==> config.mk <==
export PLATFORM = sky130hd
export DESIGN_NAME = fifo_rd_check
export DESIGN_NICKNAME = d
export VERILOG_FILES = /design/src/rtl/fifo_chk_pkg.sv /design/src/rtl/fifo_rd_cmp.sv /design/src/rtl/fifo_rd_check.sv
export SDC_FILE = /design/constraint.sdc
export NUM_CORES = 1
export LEC_CHECK = 0
export ABC_AREA = 1
export CORE_MARGIN = 2
export CORE_UTILIZATION = 45
export CTS_CLUSTER_DIAMETER = 200
export DETAILED_ROUTE_END_ITERATION = 10
export PLACE_DENSITY = 0.72
export SLEW_MARGIN = 20
export SYNTH_ARGS = -nofsm -noshare
export SYNTH_HDL_FRONTEND = slang
export SYNTH_HIERARCHICAL = 1
export SYNTH_SLANG_ARGS = --single-unit
==> constraint.sdc <==
create_clock -name rd_clk -period 2.5 [get_ports rd_clk]
set_input_delay 0.5 -clock rd_clk [delete_from_list [all_inputs] [get_ports rd_clk]]
set_output_delay 0.5 -clock rd_clk [all_outputs]
set_load 0.01 [all_outputs]
==> src/rtl/fifo_chk_pkg.sv <==
// Shared definitions for the FIFO read-side checker: FSM encoding,
// default geometry and counter widths.
package fifo_chk_pkg;

    typedef enum logic [2:0] {
        IDLE      = 3'd0,
        WAIT_FULL = 3'd1,
        SETTLE    = 3'd2,
        READ      = 3'd3,
        DRAIN     = 3'd4,
        DONE      = 3'd5
    } state_t;

    localparam int DEF_DATA_W     = 8;
    localparam int DEF_BURST_LEN  = 254;
    localparam int DEF_SETTLE_CYC = 10;
    localparam int ERR_CNT_W      = 16;
    localparam int BURST_CNT_W    = 16;

endpackage

==> src/rtl/fifo_rd_cmp.sv <==
// Expected-value generator and comparator for the FIFO read checker.
// Keeps the per-burst word count and a saturating error counter that
// also absorbs burst-length errors reported by the controlling FSM.
module fifo_rd_cmp
    import fifo_chk_pkg::*;
#(
    parameter int                DATA_W    = DEF_DATA_W,
    parameter int                CNT_W     = 8,
    parameter logic [DATA_W-1:0] PAT_START = '0
) (
    input  logic                 clk,
    input  logic                 rst_n,
    input  logic                 valid,
    input  logic [DATA_W-1:0]    data,
    input  logic                 load,
    input  logic                 len_err,
    output logic                 mismatch,
    output logic [CNT_W-1:0]     rd_cnt,
    output logic [ERR_CNT_W-1:0] err_cnt
);

    logic [DATA_W-1:0]  exp_val;
    logic [ERR_CNT_W:0] err_sum;
    logic [ERR_CNT_W-1:0] err_next;

    assign mismatch = valid && (data != exp_val);

    // Expected pattern and word count: load restarts the burst, each valid word advances both.
    always_ff @(posedge clk or negedge rst_n) begin
        if (!rst_n) begin
            exp_val <= PAT_START;
            rd_cnt  <= '0;
        end else if (load) begin
            exp_val <= PAT_START;
            rd_cnt  <= '0;
        end else if (valid) begin
            exp_val <= exp_val + DATA_W'(1);
            rd_cnt  <= rd_cnt + CNT_W'(1);
        end
    end

    // Saturating sum of data mismatches and length errors; one extra bit catches overflow.
    always_comb begin
        err_next = err_cnt;
        err_sum  = {1'b0, err_cnt} + (ERR_CNT_W+1)'(mismatch) + (ERR_CNT_W+1)'(len_err);
        if (err_sum[ERR_CNT_W]) begin
            err_next = '1;
        end else begin
            err_next = err_sum[ERR_CNT_W-1:0];
        end
    end

    // Error counter survives burst restarts; only reset clears it.
    always_ff @(posedge clk or negedge rst_n) begin
        if (!rst_n) begin
            err_cnt <= '0;
        end else begin
            err_cnt <= err_next;
        end
    end

endmodule

==> src/rtl/fifo_rd_check.sv <==
// Read-side consumer for the dual-clock FIFO. Waits for full, lets the
// flags settle, drains the FIFO and checks an incrementing pattern.
// Build option: define FIFO_CHK_FWFT_EN for a first-word-fall-through
// FIFO (data valid with rd_en, no DRAIN state); otherwise data arrives
// one rd_clk after rd_en.
// Handshake: a word is consumed on every rd_clk edge where fifo_rd_en
// is high; fifo_rd_en is never high while empty is high.
module fifo_rd_check
    import fifo_chk_pkg::*;
#(
    parameter int                DATA_W     = DEF_DATA_W,
    parameter int                BURST_LEN  = DEF_BURST_LEN,
    parameter int                CNT_W      = 8,
    parameter int                SETTLE_CYC = DEF_SETTLE_CYC,
    parameter logic [DATA_W-1:0] PAT_START  = '0
) (
    input  logic                   rd_clk,
    input  logic                   rst_n,
    input  logic                   rd_rst_busy,
    input  logic                   full,
    input  logic                   empty,
    input  logic [DATA_W-1:0]      fifo_rd_data,
    output logic                   fifo_rd_en,
    output logic                   chk_done,
    output logic                   chk_err,
    output logic [ERR_CNT_W-1:0]   err_cnt,
    output logic [BURST_CNT_W-1:0] burst_cnt,
    output logic [CNT_W-1:0]       rd_cnt
);

    localparam int SET_W = (SETTLE_CYC > 1) ? $clog2(SETTLE_CYC) : 1;

    state_t           state_q;
    state_t           state_d;
    logic [SET_W-1:0] settle_cnt;
    logic             settle_done;
    logic             abort;
    logic             len_err;
    logic             cmp_valid;
    logic             cmp_load;
    logic             mismatch;

    assign settle_done = (settle_cnt == SET_W'(SETTLE_CYC - 1));
    // A FIFO read-side reset while a burst is in flight throws the burst away.
    assign abort       = rd_rst_busy && (state_q != IDLE);
    assign len_err     = (state_q == DONE) && (rd_cnt != CNT_W'(BURST_LEN));
    assign cmp_load    = (state_q == IDLE) || abort || ((state_q == SETTLE) && settle_done);

`ifdef FIFO_CHK_FWFT_EN
    assign cmp_valid = fifo_rd_en;
`else
    logic rd_en_d1;

    // One-cycle read latency: the registered enable marks the cycle dout is valid.
    always_ff @(posedge rd_clk or negedge rst_n) begin
        if (!rst_n) begin
            rd_en_d1 <= 1'b0;
        end else begin
            rd_en_d1 <= fifo_rd_en;
        end
    end

    // Only compare inside a live burst so a read issued just before an abort is ignored.
    assign cmp_valid = rd_en_d1 && ((state_q == READ) || (state_q == DRAIN));
`endif

    // State register.
    always_ff @(posedge rd_clk or negedge rst_n) begin
        if (!rst_n) begin
            state_q <= IDLE;
        end else begin
            state_q <= state_d;
        end
    end

    // Next-state and Moore outputs; abort overrides every transition.
    always_comb begin
        state_d    = state_q;
        fifo_rd_en = 1'b0;
        chk_done   = 1'b0;
        case (state_q)
            IDLE:      if (!rd_rst_busy) state_d = WAIT_FULL;
            WAIT_FULL: if (full) state_d = SETTLE;
            SETTLE:    if (settle_done) state_d = READ;
            READ: begin
                fifo_rd_en = !empty;
`ifdef FIFO_CHK_FWFT_EN
                if (empty) state_d = DONE;
`else
                if (empty) state_d = DRAIN;
`endif
            end
            DRAIN:     state_d = DONE;
            DONE: begin
                chk_done = 1'b1;
                state_d  = WAIT_FULL;
            end
            default:   state_d = IDLE;
        endcase
        if (abort) state_d = IDLE;
    end

    // Settle timer runs only in SETTLE and holds at its terminal count.
    always_ff @(posedge rd_clk or negedge rst_n) begin
        if (!rst_n) begin
            settle_cnt <= '0;
        end else if (state_q != SETTLE) begin
            settle_cnt <= '0;
        end else if (!settle_done) begin
            settle_cnt <= settle_cnt + SET_W'(1);
        end
    end

    // Burst counter (wrapping) and sticky error flag.
    always_ff @(posedge rd_clk or negedge rst_n) begin
        if (!rst_n) begin
            burst_cnt <= '0;
            chk_err   <= 1'b0;
        end else begin
            if (state_q == DONE) burst_cnt <= burst_cnt + BURST_CNT_W'(1);
            if (mismatch || len_err) chk_err <= 1'b1;
        end
    end

    fifo_rd_cmp #(
        .DATA_W    (DATA_W),
        .CNT_W     (CNT_W),
        .PAT_START (PAT_START)
    ) u_cmp (
        .clk      (rd_clk),
        .rst_n    (rst_n),
        .valid    (cmp_valid),
        .data     (fifo_rd_data),
        .load     (cmp_load),
        .len_err  (len_err),
        .mismatch (mismatch),
        .rd_cnt   (rd_cnt),
        .err_cnt  (err_cnt)
    );

endmodule

==> out/results.ini <==
[run_status]
status=finished, final reports clean

[sta]
fin_crit_sh=0.921
fin_setup_tns_ps=0
max_freq_mhz=434
setup_viol=0
rsz0062_at_grt=false
relSlewSlack=0.577
post-route-min-period_ps=2300
worstMarginPinSlew_ps=635
hold_violations=0
whs_ps=179
final-max-slew-violation-count=0
skew_ps=5.19

[global_route]
grt_max_degree=32
grt_pass1_vias=2669
grt_overflow_total=0
antenna_found_initial=0
use_met3=0.0392
track_usage=0.193
busiest_layer=met2
grt_pass1_wl_mm=11.8
grt_use_met2=0.309
globalRouteMet1Util=0.254

[power_and_ir_drop]
leakage_nw=2.00
vdd_drop_max_mv=0.314
powerDensity_nw_per_um2=542
power.total_w=0.00228

[yosys]
synth_area_um2=3240
yosysWarnings=6
synth_top_area_frac=0.440
async_reset_ff_frac=1.00
synth_edf_count=0
yosysSeqAreaShare=0.440
synthesis.nets=448
synth_cell_types=30
ys_seq_elements=57
synthCells=428
synth_area_leader_cell=dfrtp_1
synth_area_leaders=dfrtp_1 (44%), nand2_1 (13%), inv_1 (7.4%), nor2_1 (7.4%), nand3_1 (4.2%)
synth.avg_cell_area_um2=7.57
synthFlopType=dfrtp_1

[flow_run]
drv_cap=0

[final_layout]
diodes=0
multi_input_area_um2=1580
nNetsFinal=521
nFillCells=613
final_area_um2=4210
seqCellArea_um2=1430
drive_above_1_share=0.132
area_delta_synth_final_pct=29.9
final_cells=602

[clock_network]
post-cts-setup-buffers=0
cts_tree=done
htreeDepth=3
numCtsBuffers=9
clock_sinks=57
clk_pin_slew_worst_paths_ps=70
worstSkewPairLatency_ps=340
cts_buffer_depth=2
root_buffer=clkbuf_8

[die]
rows=30
start_util=0.472
die_w_um=88.9
die_y_um=88.9
fp.coreArea_um2=6870
die_area_um2=7900
ioPinCount=56

[critical_path]
critPathArrivalTime_ps=1800
start_kind=register
required_ps=2000
slowest_stage=clkdlybuf4s50_1
critical_path_cell_count=5
slowest_delay_ps=550
crit_top_cell=inv_1
worst-path-buf-inv=4
critPathKind=register to primary output
cpLargestDelayFamily=buffers and inverters
reg2reg_depth=15
crit_chain=inv_1, nand3_4, buf_4, inv_1, clkdlybuf4s50_1
crit_path_max_fanout=6
critPathCaptureType=primary output

[routing]
wirelength_mm=6.95
drc=0
avgRoutedWirePerCell_um=11.5
drtPass1Iterations=4
drtAntennaViolNets=0
drt_iter0_drc=107
vias=2868
viasPerCell=4.76

[place]
place_inst=586
portBuffers=55
gp_congestion=0.838
dpl_cell_area_um2=3970
dpl.hpwl_mm=5.11

[min_path]
hold_path_class=primary input to asynchronous set/reset pin

[what timing repair did]
item | CTS | global route
gates resized for setup | 0 | 14
endpoints found under the setup margin | 0 | 16
hold buffers | 0 | 0
[kinds of logic (layout without fill, tap and decap cells)]
kind of cell,after synthesis,count (layout),synth area share
XOR/XNOR,20,20,0.0541
buffers and inverters,71,149,0.0861
AND/OR/NAND/NOR,248,248,0.349
AO/OA/AOI/OAI,25,25,0.0409
adder cells (fa/ha/maj),7,7,0.0293
flip-flops,57,57,0.440
[routing by layer]
layer | vias to the layer above | part of all wire
met5 | - | 0
met4 | 0 | 0.019
met1 | 1341 | 0.48
met3 | 14 | 0.027
li1 | 1468 | -
met2 | 45 | 0.48
[cells in the final DEF (no fill, tap or decap), types with 9 or more instances in the layout]
| cell | count |
|---|---|
| nand3_1 | 26 |
| dfrtp_1 | 57 |
| clkdlybuf4s50_1 | 54 |
| inv_1 | 63 |
| nor2_1 | 61 |
| xor2_1 | 10 |
| buf_4 | 9 |
| xnor2_1 | 10 |
| clkbuf_8 | 10 |
| nand2_1 | 113 |
| nand4_1 | 13 |
| o21ai_0 | 9 |
| nand2_2 | 11 |
[worst paths after layout]
kind | start | to | slack [ps]
max in group asynchronous | rst_n | burst_cnt[8]$_DFFE_PN0P_ | 1730
hold / removal | rst_n | rd_en_d1$_DFF_PN0_ | 180
setup reg to reg | state_q[1]$_DFFE_PN0P_ | u_cmp/err_cnt[10]$_DFF_PN0_ | 230
hold reg to reg | chk_err$_DFFE_PN0P_ | chk_err$_DFFE_PN0P_ | 500
min in group rd_clk | chk_err$_DFFE_PN0P_ | chk_err$_DFFE_PN0P_ | 500
setup / recovery | state_q[1]$_DFFE_PN0P_ | chk_done | 200
[sequential cells by signal, summed over array words and instances (netlist names)]
| register | flops |
|---|---|
| state_q | 3 |
| rd_en_d1 | 1 |
| burst_cnt | 16 |
| u_cmp/rd_cnt | 8 |
| u_cmp/err_cnt | 16 |
| chk_err | 1 |
| settle_cnt | 4 |
| u_cmp/exp_val | 8 |
[cells in the mapped netlist (2+ instances only)]
cell	n
nor2_2	6
xor2_1	10
inv_2	4
dfrtp_1	57
nand2_2	11
nand3_2	2
o21ai_0	11
nand4_1	13
o21ai_1	3
a21oi_1	8
nor2_4	5
ha_1	6
nand2_1	113
o21bai_1	2
inv_1	64
nor2_1	64
xnor2_1	10
nand3_1	27
[through the flow]
step	utilization	setup slack, ps
2_1_floorplan	-	81.4
3_3_place_gp	0.578	-189
3_5_place_dp	0.578	-248
4_1_cts	0.607	63.1
5_1_grt	0.613	11.4
6_report	0.613	197
[final cells by class]
| class | count | area share |
|---|---|---|
| inverters | 68 | 0.0606 |
| well taps | 96 | 0.0285 |
| multi-input cells | 300 | 0.375 |
| repair buffers | 65 | 0.150 |
| clock buffers | 11 | 0.0336 |
| flip-flops and latches | 57 | 0.339 |
| clock inverters | 5 | 0.0131 |
[where the power goes]
part | internal, W | switching [W]
Sequential | 0.000972 | 0.0000498
Combinational | 0.000164 | 0.000226
Clock | 0.000484 | 0.000387
Total | 0.00162 | 0.000662
Power figures use the tool's default switching activity.
